**src/rtl/ip_cpu_mem_bridge_pkg.sv**
```systemverilog
// rtl/ip_cpu_mem_bridge_pkg.sv - shared types and helpers for the CPU memory bridge
package ip_cpu_mem_bridge_pkg;

  typedef enum logic [1:0] {
    IDLE = 2'd0,
    REQ  = 2'd1,
    RSP  = 2'd2
  } bridgeState_t;

  // Error responses fill the read data with this bit value.
  localparam logic ERR_DATA_ONES = 1'b1;

  function automatic int clog2(input int value);
    int width;
    width = 0;
    while ((1 << width) < value) width++;
    return (width < 1) ? 1 : width;
  endfunction

endpackage

```
**src/rtl/ip_cpu_mem_bridge.sv**
```systemverilog
// rtl/ip_cpu_mem_bridge.sv - host request to cpuMemReq/cpuMemAck bridge with gap and timeout
module ip_cpu_mem_bridge
  import ip_cpu_mem_bridge_pkg::*;
#(
  parameter int ADDR_WIDTH = 8,
  parameter int DATA_WIDTH = 16,
  parameter int TIMEOUT    = 64,
  parameter int GAP_CYCLES = 2
) (
  input  logic                  clockCore,
  input  logic                  resetCore,
  input  logic                  hostReqValid,
  output logic                  hostReqReady,
  input  logic                  hostReqRd,
  input  logic [ADDR_WIDTH-1:0] hostReqAddr,
  input  logic [DATA_WIDTH-1:0] hostReqWrData,
  output logic                  hostRspValid,
  input  logic                  hostRspReady,
  output logic [DATA_WIDTH-1:0] hostRspRdData,
  output logic                  hostRspErr,
  output logic                  cpuMemReq,
  output logic                  cpuMemRd,
  output logic [ADDR_WIDTH-1:0] cpuMemAddr,
  output logic [DATA_WIDTH-1:0] cpuMemWrData,
  input  logic                  cpuMemAck,
  input  logic [DATA_WIDTH-1:0] cpuMemRdData,
  output logic [7:0]            timeoutCnt
);

  localparam int TimerWidth = clog2(TIMEOUT);
  localparam int GapWidth   = clog2(GAP_CYCLES + 1);
  localparam logic [TimerWidth-1:0] TimerLast = TimerWidth'(TIMEOUT - 1);
  localparam logic [GapWidth-1:0]   GapLoad   = GapWidth'(GAP_CYCLES);

  bridgeState_t          state;
  logic [TimerWidth-1:0] waitTimer;
  logic [GapWidth-1:0]   gapCnt;

  assign hostReqReady = (state == IDLE) && (gapCnt == '0);

  always_ff @(posedge clockCore or negedge resetCore) begin
    if (!resetCore) begin
      state         <= IDLE;
      waitTimer     <= '0;
      gapCnt        <= '0;
      hostRspValid  <= 1'b0;
      hostRspRdData <= '0;
      hostRspErr    <= 1'b0;
      cpuMemReq     <= 1'b0;
      cpuMemRd      <= 1'b0;
      cpuMemAddr    <= '0;
      cpuMemWrData  <= '0;
      timeoutCnt    <= '0;
    end else begin
      // The gap counter runs in every state; a load below overrides it.
      if (gapCnt != '0) gapCnt <= gapCnt - GapWidth'(1);
      case (state)
        IDLE: begin
          if (hostReqValid && hostReqReady) begin
            cpuMemReq    <= 1'b1;
            cpuMemRd     <= hostReqRd;
            cpuMemAddr   <= hostReqAddr;
            cpuMemWrData <= hostReqWrData;
            waitTimer    <= '0;
            state        <= REQ;
          end
        end
        REQ: begin
          waitTimer <= waitTimer + TimerWidth'(1);
          // Ack takes priority over a timeout landing in the same cycle.
          if (cpuMemAck) begin
            cpuMemReq     <= 1'b0;
            hostRspRdData <= cpuMemRd ? cpuMemRdData : '0;
            hostRspErr    <= 1'b0;
            hostRspValid  <= 1'b1;
            gapCnt        <= GapLoad;
            state         <= RSP;
          end else if (waitTimer == TimerLast) begin
            cpuMemReq     <= 1'b0;
            hostRspRdData <= {DATA_WIDTH{ERR_DATA_ONES}};
            hostRspErr    <= 1'b1;
            hostRspValid  <= 1'b1;
            gapCnt        <= GapLoad;
            if (timeoutCnt != 8'hFF) timeoutCnt <= timeoutCnt + 8'd1;
            state         <= RSP;
          end
        end
        RSP: begin
          if (hostRspReady) begin
            hostRspValid <= 1'b0;
            state        <= IDLE;
          end
        end
        default: state <= IDLE;
      endcase
    end
  end

endmodule

```
**config.mk**
```make
export PLATFORM = sky130hd
export DESIGN_NAME = ip_cpu_mem_bridge
export DESIGN_NICKNAME = d
export VERILOG_FILES = /design/src/rtl/ip_cpu_mem_bridge_pkg.sv /design/src/rtl/ip_cpu_mem_bridge.sv
export SDC_FILE = /design/constraint.sdc
export NUM_CORES = 1
export LEC_CHECK = 0
export ABC_AREA = 1
export CAP_MARGIN = 10
export CORE_AREA = 2 2 86 121
export CTS_CLUSTER_DIAMETER = 50
export CTS_CLUSTER_SIZE = 8
export DETAILED_ROUTE_END_ITERATION = 6
export DIE_AREA = 0 0 88 123
export PLACE_DENSITY_LB_ADDON = 0.1
export SYNTH_ARGS = -nofsm -noshare
export SYNTH_HDL_FRONTEND = slang
export SYNTH_SLANG_ARGS = --single-unit
```
**constraint.sdc**
```tcl
create_clock -name clockCore -period 4 [get_ports clockCore]
set_input_delay 1 -clock clockCore [delete_from_list [all_inputs] [get_ports clockCore]]
set_output_delay 1 -clock clockCore [all_outputs]
set_load 0.1 [all_outputs]
```
==> Word level (Yosys, flattened, before mapping) <==
Cells that the tools add are included.
{ "word_totals": {"inputBits": 46, "register_bits": 62} }
{ "op_classes": {"n_eq_ne": 7, "n_mux": 23, "n_reduce_logical": 15, "n_addsub": 3, "bitwise_logic": 1} }
{ "op_table": {"columns": ["operator", "n"], "rows": [
  ["$mux W16", 3],
  ["$mux W2", 8],
  ["$pmux W6 S2", 1],
  ["$reduce_and A3 Y1", 3],
  ["$add A8 B1 Y8 const B", 1],
  ["$ne A8 B8 Y1 const B", 1],
  ["$reduce_bool A2 Y1", 4],
  ["$mux W1", 7],
  ["$add A6 B1 Y6 const B", 1],
  ["$eq A6 B6 Y1 const B", 1],
  ["$mux W6", 1],
  ["$pmux W2 S3", 1],
  ["$reduce_and A2 Y1", 3],
  ["$logic_not A2 Y1", 2],
  ["$pmux W1 S2", 2],
  ["$reduce_and A4 Y1", 1],
  ["$ne A3 B3 Y1 const B", 1],
  ["$eq A2 B1 Y1 const B", 1],
  ["$eq A2 B2 Y1 const B", 1],
  ["$logic_and A1 B1 Y1", 2],
  ["$ne A2 B1 Y1 const B", 1],
  ["$ne A2 B2 Y1 const B", 1],
  ["$sub A2 B1 Y2 const B", 1],
  ["$not A1 Y1", 1]
]} }

==> Longest topological paths before layout <==
Gate-level depths: netlist of run 1.
{ "logic_depth": {"depth_word": 5, "ltp_mapped": 8, "mapped_depth_nobuf": 8} }

==> Worst setup path before layout of run 1 <==
OpenSTA, ideal clock, no wires.
{ "synth_timing": {"path_kind": "register to output", "from": "reg gapCnt[0]", "to": "out hostReqReady", "arrival_time_ps": 3338, "stages_incl_launch_ff": 2, "slack_ps": -338, "path_buffers": 0, "required_ps": 3000, "path_cell_list": "dfrtp_1 -> nor4_1"} }
{ "synth_between": {"elab_chain_cells": 2} }
{ "synth_lines": {"columns": ["element", "line_no", "rtl"], "rows": [
  ["from (decl)", "ip_cpu_mem_bridge.sv:37", "logic [GapWidth-1:0] gapCnt;"],
  ["from (signal assigned)", "ip_cpu_mem_bridge.sv:56", "if (gapCnt != '0) gapCnt <= gapCnt - GapWidth'(1);"],
  ["from (signal assigned)", "ip_cpu_mem_bridge.sv:76", "gapCnt <= GapLoad;"],
  ["from (signal assigned)", "ip_cpu_mem_bridge.sv:83", "gapCnt <= GapLoad;"],
  ["$logic_not A2 Y1", "ip_cpu_mem_bridge.sv:39", "assign hostReqReady = (state == IDLE) && (gapCnt == '0);"],
  ["$logic_and A1 B1 Y1", "ip_cpu_mem_bridge.sv:39", null],
  ["to (decl)", "ip_cpu_mem_bridge.sv:13", "output logic hostReqReady,"]
]} }
No other way between the ends.

==> Worst setup path in the final report of run 1 <==
{ "layout_timing": {"from": "reg timeoutCnt[2]", "to": "out timeoutCnt[2]"} }
{ "layout_rtl": {"columns": ["element", "line_no", "rtl"], "rows": [
  ["from (decl)", "ip_cpu_mem_bridge.sv:27", "output logic [7:0] timeoutCnt"],
  ["from (signal assigned)", "ip_cpu_mem_bridge.sv:84", "if (timeoutCnt != 8'hFF) timeoutCnt <= timeoutCnt + 8'd1;"]
]} }
No word-level cell between the ends.

==> impl_results.md, run 1 <==
- Status: finished, final reports clean
- Post-placement cell count: 571
- Syn avg cell area: 8.15 um^2
- RR Endpoint: hostRspRdData[14]
- Syn. warnings: 0
- Hold Startpoint: hostRspRdData[13]
- Period utilization: ~74%
- Flops & latches, synth: 62
- Max_cap viols: 0
- Postcts setup bufs: 0
- Area growth, synth to finish: 47.9%
- Final Max Slew Viols: 0
- Syn Nets: 396
- Worst relative slew slack: between 30% and 40%
- Total GRT Usage: 13.5%
- Largest area contributor in the netlist: dfrtp_1
- Worst-margin pin slew: 1.01 ns
- Arrival @ worst endpoint: 1.95 ns
- Post-Syn Area: between 2000 and 3000 um^2
- Post-synth top area share: 54.7%
- Gpl congestion: 0.732
- CTS buffer count: 9
- Clk buf depth: 2
- Clk Latency, worst-skew pair: 0.33 ns
- Worst hold slack: 0.469 ns
- Vias per inst: 4.18
- Clock root cell: clkbuf_16
- Filler cell count: 1001
- Number of global-route vias before repair: 2300
- Hold path cells: 2
- Setup violators final: 0
- Post-CTS Resized: 0
- Yosys cell types: 25
- ANT nets after route: 0
- Skew final: 0.00678 ns
- CTS hold repair buffers: 0
- Register area share after synthesis: 54.7%
- CP Class: reg -> out
- First-pass GRT wire length: 11.0 mm
- Vias: 2456
- CP required: 3.00 ns
- Final min period: approximately 3 ns
- Critical path launch point type: flop
- # diodes: 0
- CP max-delay cell: clkdlybuf4s50_1
- Mapped Cells: 348
- Largest net degree at the start of global routing: 50
- Cell Count, Final, Fillers Out: 587
- Footprint of the multi-input gates: 1050 um^2
- Drt drc: 0
- Detailed Routing Iterations Pass 1: 5
- Worst setup EP type: primary output
- Crit-path leading delay family: buffers and inverters
- Initial Util: 29.1%
- Post-route setup TNS: 0 ns
- Clk pin slew, worst setup/hold paths: 0.05 ns
- Critical R2R Launch: state[1]
- Rows: 43
- Overflow after GRT: 0
- Die area: 10800 um^2
- Worst r2r path cells: 7
- Synth top area cells: dfrtp_1, nand2_1, o21ai_0, inv_1, nor2_1
- H-Tree Depth: 3
- CTS tree: done
- Worst R2R Setup Slack: 2.38 ns
- Critical path peak fanout: 6
- Fmax: 340 MHz
- Final hold vios: 0
- WL/cell: 11.6 um
- Hold Path Class: reg -> reg
- Initial antenna violation count: 0
- Proportion of layout cells with a drive suffix above 1: 6.19%
- Reg area: 1550 um^2
- Total I/O pin count: 99
- Cell-by-cell trace of the critical path: clkdlybuf4s50_1
- Unrepaired setup endpoints after global routing: no
- Critical path buffers and inverters: 1
- I/O Buffers: 98
- Slowest Stage Delay on Critical Path: around 1.2 ns
- Worst Hold Endpoint: hostRspRdData[13]
- Initial DRC Count: 107
- Clock Sinks: 62
- Die height: 123 um
- CORE AREA: 9740 um^2
- Chip width: slightly below 90 um
- Detailed Place HPWL: roughly 4.8 mm
- Nets: 495
- Drt total wl: 6.79 mm
## registers in the layout (all words and copies together) (netlist names)
| signal | flops |
|---|---|
| cpuMemWrData | 16 |
| hostRspValid | 1 |
| state | 2 |
| cpuMemAddr | 8 |
| cpuMemReq | 1 |
| cpuMemRd | 1 |
| timeoutCnt | 8 |
| hostRspRdData | 16 |
| waitTimer | 6 |
| hostRspErr | 1 |
| gapCnt | 2 |
## synth_stat cells, drive strengths merged
library cell / count
xnor2: 1
inv: 40
ha: 2
nand3: 18
dfrtp: 62
xor2: 3
a21oi: 2
nand2: 139
clkinv: 1
buf: 8
nor4: 1
clkbuf: 4
o21ai: 31
o31ai: 1
nor2: 33
nand4: 2
## area by class of cell
class | count | area share, %
clock buffer | 12 | 5.64
clock inverter | 4 | 1.13
inverter | 41 | 3.67
multi-input combinational | 233 | 25.1
sequential | 62 | 37.0
tap | 135 | 4.03
timing repair buffer | 100 | 23.5
## cells in the final DEF (no fill, tap or decap), drive strengths merged
cell | synthesis | final
nand4 | 2 | 2
nand2 | 139 | 139
clkinvlp | 0 | 1
xnor2 | 1 | 1
inv | 40 | 40
buf | 8 | 5
ha | 2 | 2
clkbuf | 4 | 12
dfrtp | 62 | 62
nor4 | 1 | 1
a21oi | 2 | 2
bufinv | 0 | 1
o21ai | 31 | 31
clkdlybuf4s50 | 0 | 95
xor2 | 3 | 3
nand3 | 18 | 18
clkinv | 1 | 3
nor2 | 33 | 33
o31ai | 1 | 1
## routing by layer
metal	GRT usage (%)	part of all wire (%)
met5	0	0
met4	6.35	2.2
met1	15.6	43
met2	21.8	49
met3	5.21	6.4
## stage by stage
| stage | util [%] | cell area, um^2 | setup WS, ns |
|---|---|---|---|
| 2_1_floorplan | - | 2840 | 0.846 |
| 3_3_place_gp | 40.2 | 3910 | 1.35 |
| 3_5_place_dp | 40.2 | 3910 | 1.33 |
| 4_1_cts | 43.1 | 4200 | 1.04 |
| 5_1_grt | 43.1 | 4200 | 0.999 |
| 6_report | 43.1 | 4200 | 1.05 |
## cell families (layout without fill, tap and decap cells)
family | Yosys count | count (layout) | synth area share (%)
xor gates and xnor gates | 4 | 4 | 1.24
adders and majority gates | 2 | 2 | 0.882
DFF | 62 | 62 | 54.7
and+or+nand+nor | 193 | 193 | 28.3
AOI/OAI and AO/OA | 34 | 34 | 6.48
buffers and inverters | 53 | 157 | 8.42
## how the worst max path moves through the flow
stage                             start           endpoint  slack (ns)  cells after the start
after global placement        cpuMemAck  hostRspRdData[14]        1.35                      6
after CTS                 timeoutCnt[2]      timeoutCnt[2]        1.04                      1
after floorplan               gapCnt[0]       hostReqReady        0.85                      1
after detailed placement      cpuMemAck  hostRspRdData[14]        1.33                      6
after global routing      timeoutCnt[4]      timeoutCnt[4]         1.0                      1
final                     timeoutCnt[2]      timeoutCnt[2]        1.05                      1
Power of run 1 is left out: the tool's default activity adds up to more than one toggle a clock period on the data nets, which glitch-free logic cannot reach.
==> run 2, diff against run 1 <==
==> constraint.sdc (replaced) <==
create_clock -name clockCore -period 2.53 [get_ports clockCore]
set_input_delay 0.6325 -clock clockCore [delete_from_list [all_inputs] [get_ports clockCore]]
set_output_delay 0.6325 -clock clockCore [all_outputs]
set_load 0.1 [all_outputs]
==> impl_results.md, run 2 (synthesized netlist as in run 1, its figures left out) <==
- Final Max Slew Viols: 0
- CP required: 1.90 ns
- Skew final: 0.00471 ns
- Fmax: just over 500 MHz
- Final worst slack: 0.548 ns
- Slowest Stage Delay on Critical Path: 0.42 ns
- Die area: 10800 um^2
- Worst r2r path cells: 7
- Initial DRC Count: ~110
- Clk pin slew, worst setup/hold paths: 0.05 ns
- First-pass GRT wire length: ~11 mm
- Post-CTS Resized: 0
- Critical path buffers and inverters: 1
- Fin area: 4150 um^2
- Top flop regs: cpuMemWrData x16, hostRspRdData x16
- # diodes: 0
- Post-Place Setup Slack: 0.527 ns
- Clock Sinks: 62
- Critical path launch point type: flop
- Clock root cell: clkbuf_16
- Final hold vios: 0
- CTS buffer count: 9
- Arrival @ worst endpoint: 1.35 ns
- Detailed Routing Iterations Pass 1: 4
- Status: finished, final reports clean
- Initial antenna violation count: 0
- WP depth: 2
- Initial Util: 29.1%
- Rows: 43
- Worst setup EP type: primary output
- Chip width: 88 um
- ANT nets after route: 0
- H-Tree Depth: 3
- Number of global-route vias before repair: 2343
- Vias: 2440
- Nets: 498
- Cell-by-cell trace of the critical path: nor4_4 > buf_12
- Core Util, Final: approximately 43%
- Unrepaired setup endpoints after global routing: no
- Drt total wl: 6.72 mm
- Max_cap viols: 0
- Most frequent cells in the layout: nand2_1, dfrtp_1, buf_4
- Die height: 123 um
- Filler cell count: 993
- CP max-delay cell: dfrtp_1
- Vias per inst: 4.14
- Total GRT Usage: 13.3%
- Drt drc: 0
- Proportion of layout cells with a drive suffix above 1: 18.7%
- Period utilization: roughly four fifths
- Clk Latency, worst-skew pair: 0.33 ns
- WL/cell: around 11 um
- Postcts setup bufs: 0
- Crit-path leading delay family: flip-flops
- Footprint of the multi-input gates: 1060 um^2
- Final min period: 1.98 ns
- I/O Buffers: 98
- Area growth, synth to finish: 46.4%
- CORE AREA: 9740 um^2
- Detailed Place HPWL: between 4 and 5 mm
- CTS hold repair buffers: 0
- Worst relative slew slack: 58.6%
- Setup violators final: 0
- Largest net degree at the start of global routing: 38
- Critical path peak fanout: 4
- CTS tree: done
- Overflow after GRT: 0
- Gpl congestion: between 0.7 and 0.8
- Post-route setup TNS: 0 ns
- Placed Area: 3850 um^2
- Hold Path Class: in -> async
- Reg area: roughly 1600 um^2
- Most common cell after layout, fill and taps aside: nand2_1
- Worst-margin pin slew: 0.620 ns
- Clk buf depth: 2
- Total I/O pin count: a little under 100
- CP Class: reg -> out
[run 2: cell types whose count changed in the layout (fill, tap and decap cells not counted), sizes merged]
cell	change
clkinv	+2
clkbuf	-2
buf	+54
clkdlybuf4s50	-51
[run 2: final cells by class]
| type | count | area share [%] |
|---|---|---|
| Multi-Input combinational cell | 233 | 25.5 |
| Inverter | 41 | 3.70 |
| Clock buffer | 10 | 5.75 |
| Timing Repair Buffer | 103 | 22.1 |
| Tap cell | 135 | 4.07 |
| Clock inverter | 6 | 1.48 |
| Sequential cell | 62 | 37.3 |
[run 2: per-layer routing]
metal,up-vias,part of all wire [%],global-route usage [%]
met5,-,0,0
met4,0,2.5,7.79
met3,9,5.5,3.27
met2,75,49,22.0
met1,1085,43,15.4
li1,1271,-,-
[run 2: final timing paths]
path	start	end	slack, ns
max	gapCnt[0]	hostReqReady	0.55
min	resetCore	cpuMemWrData[0]	0.32
max reg2reg	state[1]	hostRspRdData[2]	0.86
min reg2reg	hostRspRdData[13]	hostRspRdData[13]	0.47
max in group asynchronous	resetCore	hostRspRdData[10]	1.59
min in group clockCore	hostRspRdData[13]	hostRspRdData[13]	0.47
[run 2: worst register-to-register path, cell delays in order (launching register included)]
cell and delay (ns):
dfrtp_1 0.42, inv_2 0.11, nand2_4 0.09, inv_1 0.38, nand2_1 0.31, nor2_1 0.17, nor2_1 0.06, nand2_1 0.06
[run 2: metrics by stage]
step | hold WS (ns) | cells
after floorplan | 0.337 | 348
after global placement | 0.458 | 574
after detailed placement | 0.461 | 574
after CTS | 0.328 | 590
after global routing | 0.366 | 590
final | 0.315 | 590
Power of run 2 is left out for the same reason.
